## src/rtl/multdiv_sequencer_if.sv

```systemverilog
// Handshake bundle between the execute stage / multdiv unit and the multdiv sequencer.
// The sequencer takes the slave view; the pipeline side (or a bench) takes the master view.
interface multdiv_sequencer_if;
   logic [31:0] dx_insn;
   logic        dx_valid;
   logic        data_resultRDY;
   logic        data_exception;
   logic [31:0] data_result;
   logic        ctrl_MULT;
   logic        ctrl_DIV;
   logic        stall;
   logic        md_done;
   logic [31:0] md_wdata;
   logic [4:0]  md_rd;
   logic        md_err;

   modport slave (
      input  dx_insn, dx_valid, data_resultRDY, data_exception, data_result,
      output ctrl_MULT, ctrl_DIV, stall, md_done, md_wdata, md_rd, md_err
   );

   modport master (
      output dx_insn, dx_valid, data_resultRDY, data_exception, data_result,
      input  ctrl_MULT, ctrl_DIV, stall, md_done, md_wdata, md_rd, md_err
   );
endinterface

```

## src/rtl/multdiv_sequencer.sv

```systemverilog
// Execute-stage controller for the multi-cycle multdiv unit: issues the start pulse,
// stalls the front of the pipe while the op runs, then presents the writeback for one cycle.
module multdiv_sequencer #(
   parameter int unsigned TIMEOUT      = 40,
   parameter int unsigned MUL_EXC_CODE = 4,
   parameter int unsigned DIV_EXC_CODE = 5
) (
   input  logic                 clock,
   input  logic                 reset,
   multdiv_sequencer_if.slave   mdif
);
   localparam int unsigned CNT_W = $clog2(TIMEOUT + 1);
   localparam logic [4:0]  EXC_RD = 5'd30;

   typedef enum logic [1:0] {S_IDLE, S_BUSY, S_DONE} state_t;

   state_t          state_q, state_d;
   logic [CNT_W-1:0] cnt_q, cnt_d;
   logic            op_div_q, op_div_d;
   logic [4:0]      rd_q, rd_d;
   logic [31:0]     md_wdata_q, md_wdata_d;
   logic [4:0]      md_rd_q, md_rd_d;
   logic            md_err_q, md_err_d;

   logic is_mul, is_div, is_rtype;
   logic unused_insn_bits;

   assign is_rtype = mdif.dx_valid && (mdif.dx_insn[31:27] == 5'b00000);
   assign is_mul   = is_rtype && (mdif.dx_insn[6:2] == 5'b00110);
   assign is_div   = is_rtype && (mdif.dx_insn[6:2] == 5'b00111);
   assign unused_insn_bits = ^{mdif.dx_insn[21:7], mdif.dx_insn[1:0]};

   // NOTE: sequential state uses non-blocking assignments so every register samples
   // pre-edge values; memory-free design, so every register is reset.
   always_ff @(posedge clock or posedge reset) begin
      if (reset) begin
         state_q    <= S_IDLE;
         cnt_q      <= '0;
         op_div_q   <= 1'b0;
         rd_q       <= '0;
         md_wdata_q <= '0;
         md_rd_q    <= '0;
         md_err_q   <= 1'b0;
      end else begin
         state_q    <= state_d;
         cnt_q      <= cnt_d;
         op_div_q   <= op_div_d;
         rd_q       <= rd_d;
         md_wdata_q <= md_wdata_d;
         md_rd_q    <= md_rd_d;
         md_err_q   <= md_err_d;
      end
   end

   // NOTE: every signal written here gets a default first, so no path infers a latch.
   always_comb begin
      state_d        = state_q;
      cnt_d          = cnt_q;
      op_div_d       = op_div_q;
      rd_d           = rd_q;
      md_wdata_d     = md_wdata_q;
      md_rd_d        = md_rd_q;
      md_err_d       = md_err_q;
      mdif.ctrl_MULT = 1'b0;
      mdif.ctrl_DIV  = 1'b0;
      mdif.stall     = 1'b0;
      mdif.md_done   = 1'b0;

      unique case (state_q)
         S_IDLE: begin
            mdif.ctrl_MULT = is_mul;
            mdif.ctrl_DIV  = is_div;
            mdif.stall     = is_mul | is_div;
            if (is_mul || is_div) begin
               op_div_d = is_div;
               rd_d     = mdif.dx_insn[26:22];
               cnt_d    = '0;
               state_d  = S_BUSY;
            end
         end
         S_BUSY: begin
            mdif.stall = 1'b1;
            cnt_d      = cnt_q + CNT_W'(1);
            // A result arriving on the timeout cycle still counts as a normal completion.
            if (mdif.data_resultRDY) begin
               state_d  = S_DONE;
               md_err_d = 1'b0;
               if (mdif.data_exception) begin
                  md_wdata_d = op_div_q ? 32'(DIV_EXC_CODE) : 32'(MUL_EXC_CODE);
                  md_rd_d    = EXC_RD;
               end else begin
                  md_wdata_d = mdif.data_result;
                  md_rd_d    = rd_q;
               end
            end else if (cnt_q == CNT_W'(TIMEOUT - 1)) begin
               state_d    = S_DONE;
               md_err_d   = 1'b1;
               md_wdata_d = op_div_q ? 32'(DIV_EXC_CODE) : 32'(MUL_EXC_CODE);
               md_rd_d    = EXC_RD;
            end
         end
         S_DONE: begin
            // The instruction leaves D/X on this edge, so it must not be re-detected.
            mdif.md_done = 1'b1;
            state_d      = S_IDLE;
         end
         default: state_d = S_IDLE;
      endcase

      // NOTE: the start pulses and stall decode D/X combinationally, so they are
      // gated directly by reset to stay low while reset is held.
      if (reset) begin
         mdif.ctrl_MULT = 1'b0;
         mdif.ctrl_DIV  = 1'b0;
         mdif.stall     = 1'b0;
         mdif.md_done   = 1'b0;
      end
   end

   assign mdif.md_wdata = md_wdata_q;
   assign mdif.md_rd    = md_rd_q;
   assign mdif.md_err   = md_err_q;
endmodule

```

## src/flat_wrapper.sv

```systemverilog
// flat-port wrapper written by rule: the top's interface ports become plain ports
module multdiv_sequencer_flat 
#(
   parameter int unsigned TIMEOUT      = 40,
   parameter int unsigned MUL_EXC_CODE = 4,
   parameter int unsigned DIV_EXC_CODE = 5
)
  (clock, reset, mdif_dx_insn, mdif_dx_valid, mdif_data_resultRDY, mdif_data_exception, mdif_data_result, mdif_ctrl_MULT, mdif_ctrl_DIV, mdif_stall, mdif_md_done, mdif_md_wdata, mdif_md_rd, mdif_md_err);
  multdiv_sequencer_if mdif_i ();
  input  logic clock;
  input  logic reset;
  input wire logic [$bits(mdif_i.dx_insn)-1:0] mdif_dx_insn;
  input wire logic [$bits(mdif_i.dx_valid)-1:0] mdif_dx_valid;
  input wire logic [$bits(mdif_i.data_resultRDY)-1:0] mdif_data_resultRDY;
  input wire logic [$bits(mdif_i.data_exception)-1:0] mdif_data_exception;
  input wire logic [$bits(mdif_i.data_result)-1:0] mdif_data_result;
  output wire logic [$bits(mdif_i.ctrl_MULT)-1:0] mdif_ctrl_MULT;
  output wire logic [$bits(mdif_i.ctrl_DIV)-1:0] mdif_ctrl_DIV;
  output wire logic [$bits(mdif_i.stall)-1:0] mdif_stall;
  output wire logic [$bits(mdif_i.md_done)-1:0] mdif_md_done;
  output wire logic [$bits(mdif_i.md_wdata)-1:0] mdif_md_wdata;
  output wire logic [$bits(mdif_i.md_rd)-1:0] mdif_md_rd;
  output wire logic [$bits(mdif_i.md_err)-1:0] mdif_md_err;
  assign mdif_i.dx_insn = mdif_dx_insn;
  assign mdif_i.dx_valid = mdif_dx_valid;
  assign mdif_i.data_resultRDY = mdif_data_resultRDY;
  assign mdif_i.data_exception = mdif_data_exception;
  assign mdif_i.data_result = mdif_data_result;
  assign mdif_ctrl_MULT = mdif_i.ctrl_MULT;
  assign mdif_ctrl_DIV = mdif_i.ctrl_DIV;
  assign mdif_stall = mdif_i.stall;
  assign mdif_md_done = mdif_i.md_done;
  assign mdif_md_wdata = mdif_i.md_wdata;
  assign mdif_md_rd = mdif_i.md_rd;
  assign mdif_md_err = mdif_i.md_err;
  multdiv_sequencer #(.TIMEOUT(TIMEOUT), .MUL_EXC_CODE(MUL_EXC_CODE), .DIV_EXC_CODE(DIV_EXC_CODE)) u_core (.clock(clock), .reset(reset), .mdif(mdif_i));
endmodule
```

## config.mk

```make
export PLATFORM = sky130hd
export DESIGN_NAME = multdiv_sequencer_flat
export DESIGN_NICKNAME = d
export VERILOG_FILES = /design/src/rtl/multdiv_sequencer_if.sv /design/src/rtl/multdiv_sequencer.sv /design/src/flat_wrapper.sv
export SDC_FILE = /design/constraint.sdc
export NUM_CORES = 1
export LEC_CHECK = 0
export ABC_AREA = 1
export CAP_MARGIN = 20
export CORE_MARGIN = 10
export CORE_UTILIZATION = 40
export CTS_CLUSTER_SIZE = 24
export DETAILED_ROUTE_END_ITERATION = 6
export PLACE_DENSITY = 0.79
export SLEW_MARGIN = 20
export SYNTH_ARGS = -nofsm -noshare
export SYNTH_HDL_FRONTEND = slang
export SYNTH_SLANG_ARGS = --single-unit
```

## constraint.sdc

```tcl
create_clock -name clock -period 2.7 [get_ports clock]
set_clock_uncertainty 0.15 [all_clocks]
set_input_delay 0.54 -clock clock [delete_from_list [all_inputs] [get_ports clock]]
set_output_delay 0.54 -clock clock [all_outputs]
set_load 0.005 [all_outputs]
```

==> results.cfg, run 1 <==
[outcome]
status = complete, no violations

[die]
io-pin-count = 111
dieArea_um2 = 9080
core_um2 = 5510
row_count = 27
start_util = 0.412
die_w_um = 95.3
die_y_um = 95.3

[clock_tree]
clockBufferDepth = 2
hold_buffers = 0
cts_htree_levels = 2
clk_latency_ns = 0.30
cts_buffers = 5
clk_transition_reported_paths_ns = 0.09
root_buffer = clkbuf_8
cts_sinks = 52
cts_tree = built

[route]
wl_per_cell_um = 14.1
dr.first_iter.drc_count = 124
top_layer = met4
met2WireLength_um = 3090
drt-met1-wl_um = 2630
first_pass_iters = 5
ant_nets = 0
num_vias = 2078
drc_errors = 0
wirelength_um = 6250
wl_met3_um = 482
viasPerCell = 4.68

[place]
gp_congestion = 0.803
place_hpwl_um = 4490
portBuffers = 93
dp.cells = 425

[pwr]
powerDensity_nw_per_um2 = 459
total_power_mw = 1.61
ir_worst_vdd_uv = 199
power_leakage_nw = 1.63

[synthesis]
synth.avg_cell_area_um2 = 8.49
synth_most_common_cell = nand2_1
synthTopCellsByCount = nand2_1 (101), dfrtp_1 (52), o21ai_1 (32), nor2_1 (17), inv_1 (15)
synth_area_um2 = 2270
synth.yosys.warnings = 0
synth_seq_cells = 52
synth_edf_count = 0
ys.flop_type = dfrtp_1
yosysSeqAreaShare = 0.574
synth_nets = 337
yosys-top-cells-area = dfrtp_1 (57%), nand2_1 (17%), o21ai_1 (7.1%)
synth_top_area_frac = 0.574
async_reset_ff_frac = 1.00
ys_types = 21
yosysTopAreaCell = dfrtp_1
syn_inst = 267

[critical_path]
startpoint_type = input port
arrival_ns = 1.99
setup.worst_path.end_class = output pin
worstSetupPathType = input port to output pin
worstPathRequired_ns = 2.01
worstPathMaxFanout = 3

[sta]
slew_headroom = 0.563
tightest_slew_ns = 0.656
post-route-period-util = 0.993
finalSetupViolCount = 0
drv_slew = 0
fmax_mhz = 373
final_hold_viol_count = 0
min_period_ns = 2.68

[global_route]
grt_remaining_overflow = 0
grtUsageTotal = 0.128
grt_pass1_vias = 1936
grt_first_pass_wirelength_um = 9450
antenna_found_initial = 0
grt_max_degree = 65

[finish]
fin_nets = 441
fin_cells = 444
drive_above_1_share = 0.0941
area_growth_pct = 54.3
insertedDiodeCount = 0

[run]
maxCapViolCount = 0

[hold_path]
hp-class = flop to flop
-- critical path: stages --
cell             delay [ns]
clkdlybuf4s50_1        0.43
or2_4                  0.27
nor2_4                 0.12
nand2_2                0.08
buf_4                  0.14
nand3_1                0.07
nand2_1                0.06
inv_1                  0.04
dlygate4sd2_1          0.24
-- registers in the layout (all words and copies together) (netlist names) --
signal                cells
u_core.op_div_q           1
u_core.mdif.md_err        1
u_core.rd_q               5
u_core.mdif.md_rd         5
u_core.cnt_q              6
u_core.state_q            2
u_core.mdif.md_wdata     32
-- final timing paths --
kind	start	endpoint	slack, ns	depth (start not counted)
max in group asynchronous	reset	u_core.mdif.md_wdata[19]	1.27	3
hold / removal	u_core.mdif.md_wdata[5]	u_core.mdif.md_wdata[5]	0.34	2
setup reg to reg	u_core.state_q[0]	u_core.cnt_q[5]	0.39	15
setup / recovery	mdif_dx_insn[27]	mdif_stall	0.02	9
min in group asynchronous	reset	u_core.state_q[1]	0.68	3
hold reg to reg	u_core.mdif.md_wdata[5]	u_core.mdif.md_wdata[5]	0.34	2
-- final cells by class --
| class | instances | area, um^2 |
|---|---|---|
| Clock buffer | 7 | 96.3 |
| Clock inverter | 1 | 30.0 |
| Fill cell | 461 | 2010 |
| Inverter | 15 | 56.3 |
| Multi-Input combinational cell | 186 | 835 |
| Sequential cell | 52 | 1300 |
| Tap cell | 72 | 90.1 |
| Timing Repair Buffer | 111 | 1090 |
-- layout by cell type (no fill, tap or decap), drive strengths merged --
cell type      instances
nand2                102
clkdlybuf4s50         89
dfrtp                 52
o21ai                 41
buf                   18
nor2                  17
inv                   15
nand3                 12
nand4                  7
clkbuf                 7
dlygate4sd2            3
or2                    2
nor3                   1
o211ai                 1
mux2i                  1
o21bai                 1
ha                     1
bufinv                 1
dlymetal6s2s           1
-- power by group --
group | internal, mW | switching (mW) | total [mW]
logic | 0.116 | 0.0900 | 0.206
registers | 0.802 | 0.0207 | 0.823
clock network | 0.327 | 0.250 | 0.578
total | 1.25 | 0.361 | 1.61
-- cells by family after synthesis --
group                    after synthesis  share of synthesized area
adder cells (fa/ha/maj)                1                    0.00552
buffers and inverters                 29                     0.0657
multiplexers                           1                    0.00442
AO/OA/AOI/OAI                         43                     0.0988
AND/OR/NAND/NOR                      141                      0.252
flip-flops                            52                      0.574
-- per-layer routing --
metal / track usage / up-vias
li1: - / 1063
met1: 0.153 / 945
met2: 0.220 / 61
met3: 0.0385 / 9
met4: 0.0287 / 0
met5: 0 / -
-- repair_timing --
item	CTS	global route
pin swaps	3	10
cloned	0	0
buffers inserted	10	2
resized for setup	7	5
endpoints found under the setup margin	3	7
-- per-stage QoR --
stage	util	worst slack, ns	TNS [ns]	hold WS (ns)	cell area [um^2]
final	0.635	0.0189	0	0.342	3500
after global routing	0.635	-0.0252	-0.0745	0.371	3500
after CTS	0.632	0.0181	0	0.348	3480
after detailed placement	0.594	-0.122	-0.220	0.325	3270
after global placement	0.594	-0.110	-0.229	0.305	3270
after floorplan	-	0.165	0	0.292	2270
(Power assumes the default switching activity.)
==> run 2, diff against run 1 <==
--- a/config.mk
+++ b/config.mk
@@ -7,7 +7,7 @@
 export LEC_CHECK = 0
 export ABC_AREA = 1
 export CAP_MARGIN = 20
-export CORE_MARGIN = 10
+export CORE_MARGIN = 5
 export CORE_UTILIZATION = 40
 export CTS_CLUSTER_SIZE = 24
 export DETAILED_ROUTE_END_ITERATION = 6
==> run 2 against run 1 <==
Wire length is 9.6% lower. Worst setup slack better by 0.10 ns. Non-clock buffer count is 6 lower. Cell area is 2.0% lower. Final cell count is 1.4% lower. Highest routed layer unchanged.
==> results.cfg, run 2 (synthesized netlist as in run 1, its figures left out) <==
[critical_path]
setup.worst_path.end_class = output pin
worstSetupPathType = input port to output pin
arrival_ns = 1.89
cp_slowest_stage_delay_ns = 0.46
worstPathRequired_ns = 2.01
crit_chain = clkdlybuf4s50_1, inv_1, nor2_1, nand2_1, nor2_4, nand2_2, nand3_1, nand2_1, inv_1, dlygate4sd2_1
startpoint_type = input port
slowest_stage = clkdlybuf4s50_1
worstPathMaxFanout = 3

[route]
dr.first_iter.drc_count = 66
ant_nets = 0
viasPerCell = 4.76
wl_per_cell_um = 12.9
first_pass_iters = 4
wirelength_um = 5650
num_vias = 2086
drc_errors = 0

[clock_tree]
cts_sinks = 52
cts_tree = built
hold_buffers = 0
cts_buffers = 5
cts_htree_levels = 2
clk_transition_reported_paths_ns = 0.09
root_buffer = clkbuf_8
clk_latency_ns = 0.29
clockBufferDepth = 2

[finish]
drive_above_1_share = 0.0710
largest_reg_flops = 32
fin_nets = 435
final_cell_mix = nand2_1 (99), clkdlybuf4s50_1 (90), dfrtp_1 (52), o21ai_1 (32), nor2_1 (16)
final_common_cell = nand2_1
insertedDiodeCount = 0
multi_input_area_um2 = 830
fillers = 479
final_util = 0.622
seqCellArea_um2 = 1300
area_growth_pct = 51.2

[hold_path]
hp-class = flop to flop

[global_route]
antenna_found_initial = 0
grt_remaining_overflow = 0
grtUsageTotal = 0.163
grt_first_pass_wirelength_um = 9610
grt_max_degree = 53
grt_pass1_vias = 2047

[place]
post-place-ws_ns = -0.147
gp_congestion = 0.876
place_hpwl_um = 4160
portBuffers = 93

[die]
die_w_um = 85.3
dieArea_um2 = 7270
die_y_um = 85.3
row_count = 27
io-pin-count = 111
start_util = 0.412
core_um2 = 5510

[sta]
layout_setup_ws_ns = 0.122
drv_slew = 0
slew_headroom = 0.567
post-route-period-util = 0.955
final_hold_viol_count = 0
finalSetupViolCount = 0
tightest_slew_ns = 0.650
setup_tns_ns = 0
grt_setup_unrepaired = no
min_period_ns = 2.58
fmax_mhz = 388

[pwr]
ir_worst_vdd_uv = 270
power_leakage_nw = 1.59
total_power_mw = 1.55
powerDensity_nw_per_um2 = 451

[outcome]
status = complete, no violations

[run]
maxCapViolCount = 0
[run 2: cell type report]
cell class / count / area share
flip-flops and latches: 52 / 0.380
repair buffers: 105 / 0.304
multi-input cells: 186 / 0.242
well taps: 72 / 0.0263
clock buffers: 6 / 0.0212
inverters: 15 / 0.0164
clock inverters: 2 / 0.0102
[run 2: final timing paths]
| path | startpoint | end | slack [ns] | depth (start not counted) |
|---|---|---|---|---|
| setup reg to reg | u_core.cnt_q[0] | u_core.mdif.md_wdata[4] | 0.81 | 7 |
| max in group asynchronous | reset | u_core.mdif.md_wdata[28] | 1.27 | 3 |
| hold / removal | u_core.mdif.md_wdata[3] | u_core.mdif.md_wdata[3] | 0.35 | 2 |
| setup / recovery | mdif_dx_valid | mdif_stall | 0.12 | 10 |
| min in group asynchronous | reset | u_core.state_q[0] | 0.68 | 3 |
| hold reg to reg | u_core.mdif.md_wdata[3] | u_core.mdif.md_wdata[3] | 0.35 | 2 |
[run 2: stage by stage]
step / hold slack [ns] / std cells / cell area (um^2)
after floorplan: 0.292 / 267 / 2270
after global placement: 0.316 / 428 / 3300
after detailed placement: 0.326 / 428 / 3300
after CTS: 0.348 / 438 / 3420
after global routing: 0.373 / 438 / 3430
final: 0.346 / 438 / 3430
[run 2: repair_timing]
action,in CTS,in global routing
resized for setup,6,1
pin swaps,3,0
setup endpoints to repair,3,1
buffers inserted,2,0
endpoints found under the hold margin,0,0
cloned,0,0
[run 2: power breakdown]
group | internal (mW) | total (mW) | switching (mW)
clock network | 0.275 | 0.520 | 0.245
logic | 0.115 | 0.204 | 0.0883
registers | 0.802 | 0.822 | 0.0205
total | 1.19 | 1.55 | 0.354
[run 2: critical path, delay by kind of cell]
kind / cells / cell delay [ns]
buf+inv: 4 / 0.79
simple gates: 6 / 0.57
[run 2: routing by layer]
metal / part of all wire / GRT usage / up-vias
met3: 0.074 / 0.0466 / 4
met1: 0.43 / 0.206 / 975
li1: - / - / 1049
met2: 0.49 / 0.277 / 58
met5: 0 / 0 / -
met4: 0.0058 / 0.0360 / 0
==> run 3, diff against run 2 <==
--- a/config.mk
+++ b/config.mk
@@ -8,7 +8,8 @@
 export ABC_AREA = 1
 export CAP_MARGIN = 20
 export CORE_MARGIN = 5
-export CORE_UTILIZATION = 40
+export CORE_UTILIZATION = 38
+export CTS_BUF_LIST = sky130_fd_sc_hd__clkbuf_4
 export CTS_CLUSTER_SIZE = 24
 export DETAILED_ROUTE_END_ITERATION = 6
 export PLACE_DENSITY = 0.79
==> constraint.sdc (replaced) <==
create_clock -name clock -period 2.1 [get_ports clock]
set_clock_uncertainty 0.15 [all_clocks]
set_input_delay 0.42 -clock clock [delete_from_list [all_inputs] [get_ports clock]]
set_output_delay 0.42 -clock clock [all_outputs]
set_load 0.005 [all_outputs]
==> run 3 against run 2 <==
Core utilization decreased by 4.1 points. First-iteration DRC count decreased by 1.5%. Wire length about the same. Sequential cell count unchanged. Register-to-register slack got worse by 0.40 ns. Non-clock buffer count increased by 1. Cell area decreased by 0.80%. Worst setup slack got worse by 0.020 ns. Via count decreased by 0.72%. Clock power decreased by 15%. Critical endpoint unchanged. Highest routed layer unchanged.
==> results.cfg, run 3 (synthesized netlist as in run 1, its figures left out) <==
[outcome]
status = complete, no violations

[die]
core_um2 = 5850
die_y_um = 87.2
dieArea_um2 = 7610
row_count = 28
die_w_um = 87.2
start_util = 0.388
io-pin-count = 111

[global_route]
grt_remaining_overflow = 0
grt_pass1_vias = 1959
grtUsageTotal = 0.148
antenna_found_initial = 0
grt_max_degree = 53
grt_first_pass_wirelength_um = 9030

[sta]
post-route-period-util = 0.951
slew_headroom = 0.571
final_hold_viol_count = 0
tightest_slew_ns = 0.644
finalSetupViolCount = 0
min_period_ns = 2.00
grt_setup_unrepaired = yes
fmax_mhz = 500
layout_setup_ws_ns = 0.102
whs_ns = 0.329
setup_tns_ns = 0
drv_slew = 0

[critical_path]
worstPathRequired_ns = 1.53
arrival_ns = 1.43
startpoint_type = input port
worstPathMaxFanout = 3
crit_chain = dlygate4sd2_1, or2_0, nor2_2, buf_4, nand2_4, nand3_2, nand2_1, inv_1, buf_2
slowest_stage = dlygate4sd2_1
worstSetupPathType = input port to output pin
cp_slowest_stage_delay_ns = 0.23
setup.worst_path.end_class = output pin

[clock_tree]
clk_transition_reported_paths_ns = 0.14
clk_latency_ns = 0.36
cts_sinks = 52
cts_tree = built
cts_buffers = 5
clockBufferDepth = 2
cts_htree_levels = 2
hold_buffers = 0
root_buffer = clkbuf_4

[finish]
fin_area_um2 = 3400
fin_nets = 436
area_growth_pct = 49.9
final_cell_mix = nand2_1 (99), clkdlybuf4s50_1 (78), dfrtp_1 (52), o21ai_1 (32), inv_1 (14)
drive_above_1_share = 0.0981
final_common_cell = nand2_1
insertedDiodeCount = 0
largest_reg_flops = 32
fin_cells = 442

[route]
num_vias = 2071
drc_errors = 0
wirelength_um = 5650
dr.first_iter.drc_count = 65
viasPerCell = 4.69
first_pass_iters = 4
ant_nets = 0
wl_per_cell_um = 12.8

[place]
gp_congestion = 0.828
place_hpwl_um = 4130
post-place-ws_ns = -0.487
portBuffers = 93
dpl_cell_area_um2 = 3300
dp.cells = 430

[hold_path]
hp-class = input port to async pin

[pwr]
ir_worst_vdd_uv = 232
powerDensity_nw_per_um2 = 516
power_leakage_nw = 1.63

[run]
maxCapViolCount = 0
-- run 3: cell count changes in the layout (fill, tap and decap cells not counted), moves of 2 or more --
cell,previous run,this run
nor2_1,16,12
clkbuf_8,5,0
clkbuf_4,0,6
buf_2,0,3
dlymetal6s2s_1,0,4
clkinvlp_4,0,2
nor2_2,0,5
clkdlybuf4s50_1,90,78
dlygate4sd2_1,3,8
-- run 3: timing repair --
| action | 4_1_cts | 5_1_grt |
|---|---|---|
| gates resized for setup | 28 | 6 |
| buffers inserted | 3 | 1 |
| hold endpoints to repair | 0 | 0 |
| setup endpoints to repair | 4 | 3 |
| gates cloned | 0 | 0 |
| pin swaps | 9 | 7 |
-- run 3: metal layers --
metal | part of all wire | up-vias | routed length, um | global-route usage
met4 | 0.013 | 0 | 74 | 0.0404
met3 | 0.065 | 8 | 368 | 0.0360
met5 | 0 | - | 0 | 0
met2 | 0.48 | 54 | 2720 | 0.249
li1 | - | 1050 | - | -
met1 | 0.44 | 959 | 2490 | 0.191
-- run 3: where the power goes --
part | internal (mW) | total [mW] | switching [mW] | leakage [nW]
Combinational | 0.143 | 0.258 | 0.115 | 0.902
Clock | 0.141 | 0.440 | 0.299 | 0.0293
Sequential | 1.03 | 1.06 | 0.0257 | 0.698
-- run 3: path summary, 6_finish.rpt --
kind	startpoint	to	slack (ns)	depth (start not counted)
max	mdif_dx_insn[27]	mdif_stall	0.10	9
min	reset	u_core.mdif.md_wdata[13]	0.33	3
max reg2reg	u_core.state_q[0]	u_core.mdif.md_wdata[6]	0.41	8
min reg2reg	u_core.mdif.md_wdata[2]	u_core.mdif.md_wdata[2]	0.35	2
max in group asynchronous	reset	u_core.mdif.md_wdata[21]	1.04	3
min in group clock	u_core.mdif.md_wdata[2]	u_core.mdif.md_wdata[2]	0.35	2
-- run 3: final cells by class --
class | instances | area [um^2]
clock buffer | 6 | 45.0
inverter | 15 | 60.1
multi-input combinational | 186 | 850
timing repair buffer | 106 | 1040
tap | 75 | 93.8
clock inverter | 2 | 11.3
fill | 507 | 2450
sequential | 52 | 1300
-- run 3: critical path: cells and delay by family --
family | cells | cell delay [ns]
and+or+nand+nor | 5 | 0.50
buffers and inverters | 4 | 0.51
-- run 3: metrics by stage --
step,total power [mW],utilization
after floorplan,1.19,-
after global placement,1.33,0.563
after detailed placement,1.34,0.563
after CTS,1.78,0.577
after global routing,1.86,0.581
final,1.76,0.581
